$ cat config.mk
export PLATFORM = sky130hd
export DESIGN_NAME = fsk_pkt_deframer_flat
export DESIGN_NICKNAME = d
export VERILOG_FILES = /design/src/rtl/fsk_pkt_deframer_pkg.sv /design/src/rtl/fsk_pkt_deframer_if.sv /design/src/rtl/fsk_pkt_deframer_crc16.sv /design/src/rtl/fsk_pkt_deframer.sv /design/src/flat_wrapper.sv
export SDC_FILE = /design/constraint.sdc
export NUM_CORES = 1
export LEC_CHECK = 0
export ABC_AREA = 1
export CORE_MARGIN = 2
export CORE_UTILIZATION = 54
export CTS_BUF_LIST = sky130_fd_sc_hd__clkbuf_16
export DETAILED_ROUTE_END_ITERATION = 16
export MAX_ROUTING_LAYER = met4
export PLACE_DENSITY = 0.76
export SLEW_MARGIN = 20
export SYNTH_ARGS = -nofsm -noshare
export SYNTH_HDL_FRONTEND = slang
export SYNTH_SLANG_ARGS = --single-unit
export TNS_END_PERCENT = 20
$ cat constraint.sdc
create_clock -name clk -period 4.9 [get_ports clk]
set_input_delay 0.98 -clock clk [delete_from_list [all_inputs] [get_ports clk]]
set_output_delay 0.98 -clock clk [all_outputs]
set_load 0.02 [all_outputs]
$ cat src/rtl/fsk_pkt_deframer_pkg.sv
// Shared types and constants for the FSK packet deframer.
//   state_t     : deframer FSM state encoding
//   CRC_POLY    : CRC-16-CCITT generator polynomial
//   CRC_INIT    : CRC seed loaded on sync lock
//   crc16_step  : one MSB-first serial CRC update
package fsk_pkt_deframer_pkg;

  typedef enum logic [1:0] {
    ST_HUNT    = 2'd0,
    ST_LEN     = 2'd1,
    ST_PAYLOAD = 2'd2,
    ST_CRC     = 2'd3
  } state_t;

  localparam logic [15:0] CRC_POLY = 16'h1021;
  localparam logic [15:0] CRC_INIT = 16'hFFFF;

  function automatic logic [15:0] crc16_step(input logic [15:0] crc, input logic b);
    logic fb;
    fb = crc[15] ^ b;
    return {crc[14:0], 1'b0} ^ (fb ? CRC_POLY : 16'h0000);
  endfunction

endpackage

$ cat src/rtl/fsk_pkt_deframer_if.sv
// Bit-stream input and byte/status output bundle of the deframer.
//   en, bit_in, bit_valid       : driven by master (demod side / bench)
//   byte_out .. busy            : driven by slave (the deframer)
interface fsk_pkt_deframer_if;
  logic       en;
  logic       bit_in;
  logic       bit_valid;
  logic [7:0] byte_out;
  logic       byte_valid;
  logic       sop;
  logic       eop;
  logic       crc_ok;
  logic [7:0] len_out;
  logic       len_err;
  logic       abort;
  logic       busy;

  modport master (
    output en, bit_in, bit_valid,
    input  byte_out, byte_valid, sop, eop, crc_ok, len_out, len_err, abort, busy
  );

  modport slave (
    input  en, bit_in, bit_valid,
    output byte_out, byte_valid, sop, eop, crc_ok, len_out, len_err, abort, busy
  );
endinterface

$ cat src/rtl/fsk_pkt_deframer_crc16.sv
// Serial CRC-16-CCITT register, MSB-first.
//   clk, rst_n : clock, async active-low reset (reset value CRC_INIT)
//   init       : reload CRC_INIT (wins over bit_en)
//   bit_en     : absorb bit_in this cycle
//   crc        : current register value
module fsk_crc16_serial
  import fsk_pkt_deframer_pkg::*;
(
  input  logic        clk,
  input  logic        rst_n,
  input  logic        init,
  input  logic        bit_en,
  input  logic        bit_in,
  output logic [15:0] crc
);

  always_ff @(posedge clk or negedge rst_n) begin
    if (!rst_n) begin
      crc <= CRC_INIT;
    end else if (init) begin
      crc <= CRC_INIT;
    end else if (bit_en) begin
      crc <= crc16_step(crc, bit_in);
    end
  end

endmodule

$ cat src/rtl/fsk_pkt_deframer.sv
// Packet deframer behind the FSK demodulator: sync hunt with Hamming
// tolerance, length byte, LSB-first payload bytes, trailing CRC-16 check.
//   clk, rst_n : clock, async active-low reset
//   bus        : slave side of fsk_pkt_deframer_if (bit stream in,
//                bytes / sop / eop / crc_ok / len_out / len_err / abort / busy out)
//
// state      | meaning
// -----------+------------------------------------------------
// ST_HUNT    | shifting bits through sr looking for the sync word
// ST_LEN     | assembling the length byte
// ST_PAYLOAD | assembling and emitting payload bytes
// ST_CRC     | absorbing the 16 CRC bits, then eop
module fsk_pkt_deframer
  import fsk_pkt_deframer_pkg::*;
#(
  parameter int unsigned       SYNC_W    = 32,
  parameter logic [SYNC_W-1:0] SYNC_WORD = 32'h8E89BED6,
  parameter int unsigned       MAX_ERR   = 0,
  parameter int unsigned       MAX_LEN   = 64,
  parameter int unsigned       TIMEOUT   = 64
) (
  input  logic              clk,
  input  logic              rst_n,
  fsk_pkt_deframer_if.slave bus
);

  localparam int unsigned       IDLE_W    = $clog2(TIMEOUT + 1);
  localparam logic [IDLE_W-1:0] IDLE_LOAD = IDLE_W'(TIMEOUT - 1);
  // The oldest sync bit is shifted out before the next compare, so only
  // SYNC_W-1 bits need storing; the compare uses {sr_q, bit_in}.
  localparam logic [SYNC_W-2:0] SR_RELOAD = ~SYNC_WORD[SYNC_W-2:0];

  function automatic int unsigned popcount(input logic [SYNC_W-1:0] v);
    int unsigned n;
    n = 0;
    for (int i = 0; i < SYNC_W; i++) n += 32'(v[i]);
    return n;
  endfunction

  state_t              state_q, state_d;
  logic [SYNC_W-2:0]   sr_q;
  logic [7:0]          bsr_q;
  logic [2:0]          bit_cnt_q;
  logic [3:0]          crc_cnt_q;
  logic [7:0]          remaining_q;
  logic [IDLE_W-1:0]   idle_q;
  logic [15:0]         crc_q;
  logic [7:0]          byte_out_q, len_out_q;
  logic                byte_valid_q, sop_q, eop_q, crc_ok_q, len_err_q, abort_q;

  logic                acc, busy, byte_done, sync_hit, timeout_hit, crc_zero;
  logic [SYNC_W-1:0]   sr_next;
  logic [7:0]          byte_next;
  logic                crc_init, len_bad, len_good, emit_byte, emit_eop;

  assign acc         = bus.en & bus.bit_valid;
  assign busy        = (state_q != ST_HUNT);
  assign sr_next     = {sr_q, bus.bit_in};
  assign byte_next   = {bus.bit_in, bsr_q[7:1]};
  assign byte_done   = acc && (bit_cnt_q == 3'd7);
  assign sync_hit    = popcount(sr_next ^ SYNC_WORD) <= MAX_ERR;
  assign timeout_hit = bus.en && !bus.bit_valid && busy && (idle_q == '0);
  // Absorbing the transmitted CRC leaves a zero remainder on a clean frame.
  assign crc_zero    = (crc16_step(crc_q, bus.bit_in) == 16'h0000);

  always_comb begin
    state_d   = state_q;
    crc_init  = 1'b0;
    len_bad   = 1'b0;
    len_good  = 1'b0;
    emit_byte = 1'b0;
    emit_eop  = 1'b0;
    case (state_q)
      ST_HUNT: begin
        if (acc && sync_hit) begin
          state_d  = ST_LEN;
          crc_init = 1'b1;
        end
      end
      ST_LEN: begin
        if (byte_done) begin
          if (byte_next == 8'd0 || byte_next > 8'(MAX_LEN)) begin
            state_d = ST_HUNT;
            len_bad = 1'b1;
          end else begin
            state_d  = ST_PAYLOAD;
            len_good = 1'b1;
          end
        end
      end
      ST_PAYLOAD: begin
        if (byte_done) begin
          emit_byte = 1'b1;
          if (remaining_q == 8'd1) state_d = ST_CRC;
        end
      end
      ST_CRC: begin
        if (acc && crc_cnt_q == 4'd15) begin
          state_d  = ST_HUNT;
          emit_eop = 1'b1;
        end
      end
      default: state_d = ST_HUNT;
    endcase
    if (timeout_hit) state_d = ST_HUNT;
  end

  always_ff @(posedge clk or negedge rst_n) begin
    if (!rst_n) begin
      state_q      <= ST_HUNT;
      sr_q         <= SR_RELOAD;
      bsr_q        <= '0;
      bit_cnt_q    <= '0;
      crc_cnt_q    <= '0;
      remaining_q  <= '0;
      idle_q       <= '0;
      byte_out_q   <= '0;
      byte_valid_q <= 1'b0;
      sop_q        <= 1'b0;
      eop_q        <= 1'b0;
      crc_ok_q     <= 1'b0;
      len_out_q    <= '0;
      len_err_q    <= 1'b0;
      abort_q      <= 1'b0;
    end else begin
      state_q      <= state_d;
      byte_valid_q <= emit_byte;
      sop_q        <= emit_byte && (remaining_q == len_out_q);
      eop_q        <= emit_eop;
      len_err_q    <= len_bad;
      abort_q      <= timeout_hit;

      // Idle timer counts down from TIMEOUT-1; an accepted bit always reloads it.
      if (acc) begin
        idle_q <= IDLE_LOAD;
        if (!busy) begin
          sr_q <= sr_next[SYNC_W-2:0];
        end else begin
          bsr_q     <= byte_next;
          bit_cnt_q <= bit_cnt_q + 3'd1;
        end
      end else if (bus.en && busy && idle_q != '0) begin
        idle_q <= idle_q - IDLE_W'(1);
      end

      if (crc_init) bit_cnt_q <= '0;
      if (len_good) begin
        len_out_q   <= byte_next;
        remaining_q <= byte_next;
      end
      if (emit_byte) begin
        byte_out_q  <= byte_next;
        remaining_q <= remaining_q - 8'd1;
        crc_cnt_q   <= '0;
        if (remaining_q == len_out_q) crc_ok_q <= 1'b0;
      end
      if (acc && state_q == ST_CRC) crc_cnt_q <= crc_cnt_q + 4'd1;
      if (emit_eop) crc_ok_q <= crc_zero;
      if (busy && state_d == ST_HUNT) sr_q <= SR_RELOAD;
    end
  end

  fsk_crc16_serial u_crc (
    .clk    (clk),
    .rst_n  (rst_n),
    .init   (crc_init),
    .bit_en (acc && busy),
    .bit_in (bus.bit_in),
    .crc    (crc_q)
  );

  assign bus.byte_out   = byte_out_q;
  assign bus.byte_valid = byte_valid_q;
  assign bus.sop        = sop_q;
  assign bus.eop        = eop_q;
  assign bus.crc_ok     = crc_ok_q;
  assign bus.len_out    = len_out_q;
  assign bus.len_err    = len_err_q;
  assign bus.abort      = abort_q;
  assign bus.busy       = busy;

endmodule

$ cat src/flat_wrapper.sv
// flat-port wrapper written by rule: the top's interface ports become plain ports
module fsk_pkt_deframer_flat import fsk_pkt_deframer_pkg::*;
#(
  parameter int unsigned       SYNC_W    = 32,
  parameter logic [SYNC_W-1:0] SYNC_WORD = 32'h8E89BED6,
  parameter int unsigned       MAX_ERR   = 0,
  parameter int unsigned       MAX_LEN   = 64,
  parameter int unsigned       TIMEOUT   = 64
)
  (clk, rst_n, bus_en, bus_bit_in, bus_bit_valid, bus_byte_out, bus_byte_valid, bus_sop, bus_eop, bus_crc_ok, bus_len_out, bus_len_err, bus_abort, bus_busy);
  fsk_pkt_deframer_if bus_i ();
  input  logic clk;
  input  logic rst_n;
  input wire logic [$bits(bus_i.en)-1:0] bus_en;
  input wire logic [$bits(bus_i.bit_in)-1:0] bus_bit_in;
  input wire logic [$bits(bus_i.bit_valid)-1:0] bus_bit_valid;
  output wire logic [$bits(bus_i.byte_out)-1:0] bus_byte_out;
  output wire logic [$bits(bus_i.byte_valid)-1:0] bus_byte_valid;
  output wire logic [$bits(bus_i.sop)-1:0] bus_sop;
  output wire logic [$bits(bus_i.eop)-1:0] bus_eop;
  output wire logic [$bits(bus_i.crc_ok)-1:0] bus_crc_ok;
  output wire logic [$bits(bus_i.len_out)-1:0] bus_len_out;
  output wire logic [$bits(bus_i.len_err)-1:0] bus_len_err;
  output wire logic [$bits(bus_i.abort)-1:0] bus_abort;
  output wire logic [$bits(bus_i.busy)-1:0] bus_busy;
  assign bus_i.en = bus_en;
  assign bus_i.bit_in = bus_bit_in;
  assign bus_i.bit_valid = bus_bit_valid;
  assign bus_byte_out = bus_i.byte_out;
  assign bus_byte_valid = bus_i.byte_valid;
  assign bus_sop = bus_i.sop;
  assign bus_eop = bus_i.eop;
  assign bus_crc_ok = bus_i.crc_ok;
  assign bus_len_out = bus_i.len_out;
  assign bus_len_err = bus_i.len_err;
  assign bus_abort = bus_i.abort;
  assign bus_busy = bus_i.busy;
  fsk_pkt_deframer #(.SYNC_W(SYNC_W), .SYNC_WORD(SYNC_WORD), .MAX_ERR(MAX_ERR), .MAX_LEN(MAX_LEN), .TIMEOUT(TIMEOUT)) u_core (.clk(clk), .rst_n(rst_n), .bus(bus_i));
endmodule
; ---- Word level (Yosys, flattened, before mapping)
; Cells that the tools add are included.
[word_totals]
regBits = 101
latch_bits = 0
ram_bits = 0
rom_bits = 0
in_bits = 5
output_inout_bits = 23
wordCells = 137
memories = 0
[classes]
addsub = 35
mul = 0
n_div = 0
magnitude_cmp = 2
eq_ne = 8
shifts = 0
mux = 38
bitwise = 4
n_reduce_logical = 34
[ops]
columns = op, count
row1 = adder 32 x 1 -> 32 bit, 30
row2 = two-way mux 31 bit, 3
row3 = "<= comparator 32 x 1 -> 1 bit, second input constant", 1
row4 = two-way mux 16 bit, 2
row5 = nonzero test 2 bit, 10
row6 = inverter 18 bit, 1
row7 = logical NOT 16 bit, 1
row8 = two-way mux 8 bit, 2
row9 = XOR 16 bit, 1
row10 = two-way mux 1 bit, 15
row11 = two-way mux 2 bit, 7
row12 = two-way mux 7 bit, 2
row13 = two-way mux 13 bit, 1
row14 = logical AND 1 bit, 12
row15 = two-way mux 3 bit, 3
row16 = "== test 8 x 1 -> 1 bit, second input constant", 1
row17 = == test 8 bit, 1
row18 = "> comparator 8 x 7 -> 1 bit, second input constant", 1
row19 = logical NOT 8 bit, 1
row20 = two-way mux 4 bit, 2
row21 = case mux 2 bit (4 select lines), 1
row22 = AND reduction 2 bit, 4
row23 = "subtractor 8 x 1 -> 8 bit, second input constant", 1
row24 = logical NOT 7 bit, 1
row25 = 15 further kinds, 17

; ---- Logic depth before layout (Yosys ltp)
; Gate-level depths: netlist of run 1.
[depth]
depth_word = 41
mapped_depth = 19
ltp_nobuf = 18

; ---- Hierarchy
; Synthesis of run 1 repeated with hierarchy kept, for this count alone.
[unflattened]
hier_cells = 637
area_unflattened_um2 = 5524.0
[by_module_without_submodules]
columns = module, instances, cells_per_inst, area_each_um2, seq_area_each_um2
row1 = fsk_pkt_deframer, 1, 570, 4779.6, 2119.5
row2 = fsk_crc16_serial, 1, 67, 744.5, 420.4

; ---- Least setup slack after synthesis of run 1
; OpenSTA, ideal clock, no wires.
[synth_path]
kind = input-to-reg
startpoint = input port bus_bit_in
endpoint = register u_core.bit_cnt_q[0]
setup_ns = 0.134
arrival_time_ns = 5.334
t_required_ns = 4.766
slack_ns = -0.568
cell_stages = 17
path_buffers = 1
cell_sequence = ha_1 fa_1 fa_1 fa_1 inv_1 fa_1 fa_1 inv_1 fa_1 inv_1 fa_1 nand2_1 nor3_1 nand4_1 clkbuf_1 nand3_1 o21ai_0
[synth_between]
elab_chain_len = 37
elab_cells_between_ends = 39
classes_between = add/sub (31) / order compare (1) / mux (3) / reduce/logical (4)
[synth_rtl]
columns = element, line_no
row1 = "start, declared", flat_wrapper.sv:15  ; input wire logic [$bits(bus_i.bit_in)-1:0] bus_bit_in;
row2 = adder 1 x 1 -> 2 bit (*), fsk_pkt_deframer.sv:36  ; for (int i = 0; i < SYNC_W; i++) n += 32'(v[i]);
row3 = adder 32 x 1 -> 32 bit (*) (30 in series), fsk_pkt_deframer.sv:36
row4 = <= comparator 32 x 1 -> 1 bit (*), fsk_pkt_deframer.sv:61  ; assign sync_hit = popcount(sr_next ^ SYNC_WORD) <= MAX_ERR;
row5 = logical AND 1 bit (*), fsk_pkt_deframer.sv:75  ; if (acc && sync_hit) begin
row6 = two-way mux 1 bit (*), fsk_pkt_deframer.sv:75
row7 = two-way mux 1 bit (*), fsk_pkt_deframer.sv:73  ; case (state_q)
row8 = nonzero test 2 bit (no line), -
row9 = AND reduction 2 bit (no line), -
row10 = "end signal, assigned", fsk_pkt_deframer.sv:140  ; bit_cnt_q <= bit_cnt_q + 3'd1;
row11 = "end, declared", fsk_pkt_deframer.sv:43  ; logic [2:0] bit_cnt_q;
; Mark *: on every way between the ends. The rest lies on a longest branch, timed or not.
; A chain may end at the register's enable or synchronous reset.

; ---- Worst setup path after layout of run 1
; Same ends and word-level chain as after synthesis.

==> results of run 1 <==
[registers in the layout, indices dropped and copies added, names as in the netlist, 2 cells and up]
register,flops
u_core.idle_q,7
u_core.bit_cnt_q,3
u_core.bsr_q,7
u_core.remaining_q,8
u_core.bus.len_out,8
u_core.state_q,2
u_core.u_crc.crc,16
u_core.crc_cnt_q,4
u_core.bus.byte_out,8
u_core.sr_q,31
[what timing repair did]
item / in CTS / in global routing
endpoints found under the setup margin: 20 / 20
hold buffers: 0 / 0
hold endpoints to repair: 0 / 0
pin swaps: 10 / 9
cloned: 2 / 0
resized for setup: 11 / 0
[per-stage QoR]
step | instance area (sq um) | util [%] | power (mW) | setup slack (ns) | hold slack, ns
global route | 6060 | 62.6 | 5.33 | -0.581 | 0.521
global placement | 5740 | 59.3 | 3.63 | -1.07 | 0.471
CTS | 6060 | 62.6 | 4.80 | -0.559 | 0.505
detailed placement | 5740 | 59.3 | 3.86 | -1.18 | 0.487
finish | 6060 | 62.6 | 4.82 | -0.454 | 0.500
floorplan | 5350 | - | 3.22 | -0.426 | 0.455
[report_power, final]
part	switching, mW	internal (mW)	total [mW]	leakage, nW
Combinational	1.65	1.23	2.88	1.69
Sequential	0.155	1.09	1.24	1.20
Clock	0.342	0.358	0.701	0.141
[kinds of logic after synthesis]
logic type,count (synthesis),synth area share [%]
flip-flops,100,47.7
AO/OA/AOI/OAI,106,10.6
multiplexers,1,0.188
AND/OR/NAND/NOR,240,18.8
buffers and inverters,123,8.92
adder cells (fa/ha/maj),37,11.9
XOR/XNOR,12,1.97
[per-layer routing]
layer  wire [um]  up-vias
met5           0        -
met4         396        0
met3         327       33
met2        5550       79
met1        4820     1973
li1            -     1991
[worst max-delay path, cell delays in order]
cell and delay [ns]:
buf_6 0.10, ha_4 0.21, fa_1 0.52, fa_1 0.44
fa_1 0.52, inv_2 0.04, fa_1 0.46, fa_1 0.51
inv_2 0.04, fa_1 0.48, inv_1 0.05, fa_1 0.48
nand2_1 0.07, nor3_2 0.17, nand4_1 0.18, buf_6 0.19
nand3_2 0.05, o21ai_1 0.07
[final timing paths]
kind	from	endpoint	slack, ns	cells past startpoint
max reg2reg	u_core.sr_q[0]$_DFFE_PN1P_	u_core.bit_cnt_q[0]$_DFFE_PN0P_	-0.36	18
min reg2reg	u_core.bus.byte_out[1]$_DFFE_PN0P_	u_core.bus.byte_out[1]$_DFFE_PN0P_	0.50	2
max	bus_bit_in	u_core.bit_cnt_q[0]$_DFFE_PN0P_	-0.45	18
min	u_core.bus.byte_out[1]$_DFFE_PN0P_	u_core.bus.byte_out[1]$_DFFE_PN0P_	0.50	2
max in group asynchronous	rst_n	u_core.sr_q[0]$_DFFE_PN1P_	3.21	2
min in group asynchronous	rst_n	u_core.crc_cnt_q[2]$_DFFE_PN0P_	0.76	1
[cells in the final DEF, fill, tap and decap left out, types with 2 or more instances in the layout]
master and n:
o211ai_1 7, nand2_1 144, clkbuf_16 9, and2_1 2, inv_8 2, nand3_1 22
nand4_1 6, buf_4 6, a21oi_1 25, nor4_1 2, nor3_1 2, o21ai_0 70
xor2_1 5, nor2_1 48, buf_2 2, xnor2_1 7, inv_6 3, inv_1 99
or2_2 2, nand2_2 5, nand3_2 3, clkdlybuf4s50_1 25, dfrtp_1 70, dfstp_2 30
buf_6 2, inv_2 5, fa_1 23, ha_1 13
[layout make-up]
class                   instances  area [sq um]
fillers                       829          3620
flip-flops and latches        100          2540
multi-input cells             396          2340
inverters                     105           394
repair buffers                 35           328
clock buffers                   9           225
well taps                     133           166
clock inverters                 7          65.1
==> metrics.csv, run 1 <==
stage;metric;value;unit
floorplan;die_y;103;um
global_routing;grt_pass1_wl;18.9;mm
floorplan;rows;36;
clocking;cts.sinks;100;
global_routing;grt_usage;23.8;%
power;powerDensity;796;mW/mm^2
global_routing;use_met1;29.4;%
timing;tns;-8.15;ns
timing;period_share;109;%
global_routing;use_met2;38.6;%
placement;io_buffers;27;
clocking;cts_root_buf;clkbuf_16;
timing;tightest_slew;0.941;ns
layout;stdcell_count;785;
setup_path;cp.arrival;5.57;ns
timing;finalHoldViolCount;0;
route;drc;0;
global_routing;grt_max_degree;77;
timing;fmax;187;MHz
logic_synthesis;post_synth.cell_area_avg;8.61;sq um
route;post_drt_wl_per_cell;14.1;um
outcome;status;finished, violations left;
logic_synthesis;synth_top_cell_by_area;dfrtp_1;
timing;rsz0062_at_grt;true;
outcome;violations;negative setup slack;
timing;fin_worst_skew;0.00832;ns
global_routing;grt_busiest_layer;met2;
timing;fin_ws;-0.454;ns
logic_synthesis;synth_common_cells;nand2_1, inv_1, o21ai_0;
power;vdd_drop_max;1.10;mV
route;ant_nets;0;
logic_synthesis;synth_seq_cells;100;
placement;place_inst;767;
global_routing;overflow;0;
timing;period_needed;5.35;ns
route;routed_wirelength;11.1;mm
floorplan;core-area;0.00968;sq mm
logic_synthesis;yosysWarnings;0;
floorplan;initial_core_util;55.0;%
logic_synthesis;synth.area.top_cells;dfrtp_1, dfstp_2, nand2_1, fa_1, inv_1;
logic_synthesis;synth_ff_type;dfrtp_1;
min_path;min_path_type;flop to flop;
setup_path;endpoint_kind;flop;
global_routing;antenna_found_initial;0;
timing;max_slew_margin;37.3;%
floorplan;die_w;103;um
logic_synthesis;synthCells;619;
timing;setup_viol_count_final;20;
logic_synthesis;synth.top_cell.area_share;32.9;%
route;vias;4076;
clocking;ctsLongestPathBuffers;2;
flow_run;drv_cap;0;
logic_synthesis;async_flop_share;100;%
logic_synthesis;synth_area;0.00533;sq mm
power;p_leak;3.03;nW
clocking;numCtsBuffers;9;
clocking;cts_max_level;3;
route;drt_iter0_drc;170;
global_routing;grt_pass1_vias;4007;
setup_path;cp_data_required_time;5.11;ns
floorplan;dieArea;0.0107;sq mm
global_routing;use_met3;3.23;%
logic_synthesis;synth_edf_count;0;
logic_synthesis;ys_seq_area_share;47.7;%
placement;hpwl;7.67;mm
layout;drive_gt1_share;11.8;%
setup_path;path_class;input pin to flop;
clocking;clk_latency;0.35;ns
layout;area_growth;13.7;%
setup_path;critPathMaxFanout;5;
floorplan;io_pins;28;
logic_synthesis;yosysMostFrequentCell;nand2_1;
logic_synthesis;synth_nets;661;
clocking;cts_tree;done;
placement;routabilityCongestion;0.854;
logic_synthesis;synth.distinct_cells;33;
route;drtPass1Iterations;5;
clocking;cts_setup_buffers;0;
layout;antennaDiodeCount;0;
setup_path;start_kind;input pin;
timing;final_max_slew_viol_count;0;
route;vias_per_cell;5.19;
layout;nets;689;
clocking;clkTransAtPathRegs;0.08;ns
Note: power is estimated with default switching activity, not from simulation.
==> inputs of run 2 (changes only) <==
--- a/constraint.sdc
+++ b/constraint.sdc
@@ -3,2 +3,2 @@
 set_output_delay 0.98 -clock clk [all_outputs]
-set_load 0.02 [all_outputs]
+set_load 0.05 [all_outputs]
==> results of run 2 <==
Same layout as run 1 (identical final DEF). Status: finished, violations left: negative setup slack.
Among the figures that moved: total power 4.82 mW -> 4.83 mW
==> inputs of run 3 (changes only) <==
Settings changed: TNS_END_PERCENT 20 to 100.
==> run 3 against run 2 <==
  * The flow still finishes with violations (negative setup slack)
  * Combinational power down 5%
  * Maximum frequency grew 2.0%
  * Final cell count shrank 0.13%
  * Via count is 0.54% lower
  * First-iteration DRC count grew 59%
  * Die area unchanged
  * Non-clock buffer count shrank 1
  * Worst hold slack worse by 0.018 ns
  * Critical endpoint is now u_core.state_q[0]$_DFF_PN0_
  * Highest routed layer unchanged
==> metrics.csv, run 3 (same netlist as run 1, synthesis figures left out) <==
stage;metric;value;unit;change
outcome;status;finished, violations left;;
outcome;violations;negative setup slack;;
floorplan;die_y;103;um;unchanged
clocking;cts_tree;done;;
setup_path;path_common_cell;fa_1;;
layout;antennaDiodeCount;0;;unchanged
floorplan;initial_core_util;55.0;%;unchanged
setup_path;r2r-end;u_core.state_q[0]$_DFF_PN0_;;
layout;stdcell_area;0.00605;sq mm;-0.12%
timing;finalHoldViolCount;0;;unchanged
global_routing;grt_pass1_wl;18.5;mm;-2.0%
timing;tightest_slew;0.920;ns;-0.0207 ns
global_routing;grt_pass1_vias;3928;;-2.0%
global_routing;overflow;0;;unchanged
timing;fmax;190;MHz;+2.0%
global_routing;grt_usage;23.2;%;-0.60 points
layout;nets;688;;-0.15%
layout;mostFrequentLayoutCells;nand2_1, inv_1, dfrtp_1, o21ai_0, nor2_1;;
setup_path;path_class;input pin to flop;;
timing;max_slew_margin;38.6;%;+1.4 points
route;drt_iter0_drc;271;;+59%
layout;fillers;811;;-2.2%
route;drc;0;;unchanged
setup_path;crit_family;adder cells;;
route;routed_wirelength;10.8;mm;-2.7%
placement;hpwl;7.47;mm;-2.6%
placement;routabilityCongestion;0.841;;-1.5%
setup_path;cp_data_required_time;5.18;ns;+0.07 ns
route;ant_nets;0;;unchanged
global_routing;use_met3;3.76;%;+0.54 points
timing;setup_viol_count_final;20;;unchanged
floorplan;dieArea;0.0107;sq mm;unchanged
min_path;min_path_type;flop to flop;;
layout;drive_gt1_share;11.7;%;-0.14 points
power;comb_power_share;58.9;%;-0.8 points
placement;place_ws;-1.16;ns;+0.0178 ns
layout;final_common_cell;nand2_1;;
clocking;clk_latency;0.36;ns;about the same
timing;rsz0062_at_grt;true;;
clocking;cts_setup_buffers;0;;unchanged
floorplan;core-area;0.00968;sq mm;unchanged
global_routing;grt_busiest_layer;met2;;
layout;largest_register_ffs;31;;unchanged
flow_run;drv_cap;0;;unchanged
clocking;hold_buffers;0;;unchanged
route;post_drt_wl_per_cell;13.8;um;-2.6%
setup_path;r2r_setup_slack;-0.20;ns;+0.16 ns
setup_path;r2r_cells;17;;-1
timing;final_max_slew_viol_count;0;;unchanged
power;powerDensity;768;mW/mm^2;
min_path;worstHoldPathCells;2;;unchanged
setup_path;start_kind;input pin;;
timing;period_share;107;%;-2.1 points
clocking;cts.sinks;100;;unchanged
route;vias_per_cell;5.17;;-0.41%
setup_path;critPathMaxFanout;3;;-2
setup_path;cp-startpoint;bus_bit_in;;
setup_path;cp_num_buf_inv;5;;unchanged
power;swShare;43.3;%;
power;seq_power_share;26.7;%;+0.9 points
placement;place_inst;768;;+0.13%
power;clockPowerShare;14.4;%;about the same
placement;io_buffers;27;;unchanged
layout;multi_input_area;0.00235;sq mm;+0.32%
timing;fin_worst_hold_slack;0.482;ns;-0.0180 ns
global_routing;use_met1;30.5;%;+1.1 points
clocking;cts_root_buf;clkbuf_16;;
power;switchingPower;2.01;mW;
floorplan;rows;36;;unchanged
min_path;hold_path.startpoint;u_core.bus.byte_out[6]$_DFFE_PN0P_;;
layout;largestRegisters;u_core.sr_q: 31 flops, u_core.u_crc.crc: 16 flops;;
floorplan;die_w;103;um;unchanged
power;vdd_drop_max;0.977;mV;-11%
route;vias;4054;;-0.54%
global_routing;grt_max_degree;75;;-2.6%
clocking;clkTransAtPathRegs;0.07;ns;about the same
global_routing;use_met2;36.1;%;-2.4 points
clocking;ctsLongestPathBuffers;2;;unchanged
timing;period_needed;5.25;ns;-0.102 ns
route;drtPass1Iterations;4;;-1
layout;regMostFlops;u_core.sr_q;;
clocking;cts_max_level;3;;unchanged
setup_path;critPathSlowestCell;fa_1;;
setup_path;rr_startpoint;u_core.sr_q[0]$_DFFE_PN1P_;;
layout;area_growth;13.6;%;
power;p_leak;3.03;nW;about the same
layout;stdcell_count;784;;-0.13%
min_path;hold_end;u_core.bus.byte_out[6]$_DFFE_PN0P_;;
global_routing;antenna_found_initial;0;;unchanged
setup_path;endpoint_kind;flop;;
placement;placed_area;0.00575;sq mm;+0.13%
layout;seqCellArea;0.00254;sq mm;unchanged
clocking;numCtsBuffers;9;;unchanged
setup_path;slowest_delay;0.54;ns;+0.02 ns
setup_path;cp.arrival;5.53;ns;-0.04 ns
setup_path;crit_chain;buf_8 > ha_4 > fa_1 > fa_1 > fa_1 > inv_2 > fa_1 > fa_1 > inv_2 > fa_1 > inv_1 > fa_1 > nand2_1 > nor3_2 > nand4_1 > buf_4 > a21oi_1;;
power;p_int;2.63;mW;
timing;fin_ws;-0.352;ns;+0.102 ns
timing;fin_worst_skew;0.00930;ns;+0.000982 ns
floorplan;io_pins;28;;unchanged
## run 3: power groups by stage
stage          logic, mW  registers [mW]  clock network, mW
3_3_place_gp        2.43            1.24                  0
5_1_grt             3.22            1.27              0.716
4_1_cts             2.74            1.24              0.689
6_report            2.74            1.24              0.671
3_5_place_dp        2.59            1.25                  0
2_1_floorplan       2.02            1.21                  0
## run 3: what timing repair did
| action | 4_1_cts | 5_1_grt |
|---|---|---|
| resized for setup | 21 | 3 |
| endpoints found under the hold margin | 0 | 0 |
| setup endpoints to repair | 20 | 20 |
| pin swaps | 6 | 2 |
## run 3: stage by stage
step	TNS [ns]	util, %	total power [mW]
finish	-5.90	62.5	4.65
CTS	-6.46	62.4	4.66
global route	-9.28	62.5	5.21
global placement	-20.98	59.4	3.68
detailed placement	-22.71	59.4	3.83
floorplan	-7.13	-	3.23
## run 3: worst register-to-register path: stages (launching register included)
cell	delay, ns
dfstp_2	0.52
inv_1	0.06
ha_4	0.27
fa_1	0.42
fa_1	0.46
fa_1	0.50
inv_2	0.04
fa_1	0.48
fa_1	0.54
inv_2	0.04
fa_1	0.47
inv_1	0.05
fa_1	0.48
nand2_1	0.06
nor3_2	0.10
nand4_1	0.18
buf_4	0.21
a21oi_1	0.15
## run 3: routing by layer
layer / routed length [um] / share of wire [%] / vias to the layer above
li1: - / - / 1976
met1: 4860 / 45 / 1959
met2: 5180 / 48 / 93
met3: 459 / 4.3 / 26
met4: 304 / 2.8 / 0
met5: 0 / 0 / -
## run 3: final cells by class
type                    instances  share of cell area, %
flip-flops and latches        100                   42.0
clock inverters                 7                  0.806
multi-input cells             396                   38.8
repair buffers                 34                   5.44
clock buffers                   9                   3.72
inverters                     105                   6.51
well taps                     133                   2.75
## run 3: how the worst max path moves through the flow
stage,endpoint,slack (ns),cells past startpoint
detailed placement,u_core.u_crc.crc[1]$_DFFE_PN1P_,-1.16,17
global placement,u_core.bit_cnt_q[2]$_DFFE_PN0P_,-1.07,18
finish,u_core.state_q[0]$_DFF_PN0_,-0.35,17
CTS,u_core.state_q[0]$_DFF_PN0_,-0.37,17
global route,u_core.bit_cnt_q[1]$_DFFE_PN0P_,-0.51,18
floorplan,u_core.bit_cnt_q[0]$_DFFE_PN0P_,-0.43,17
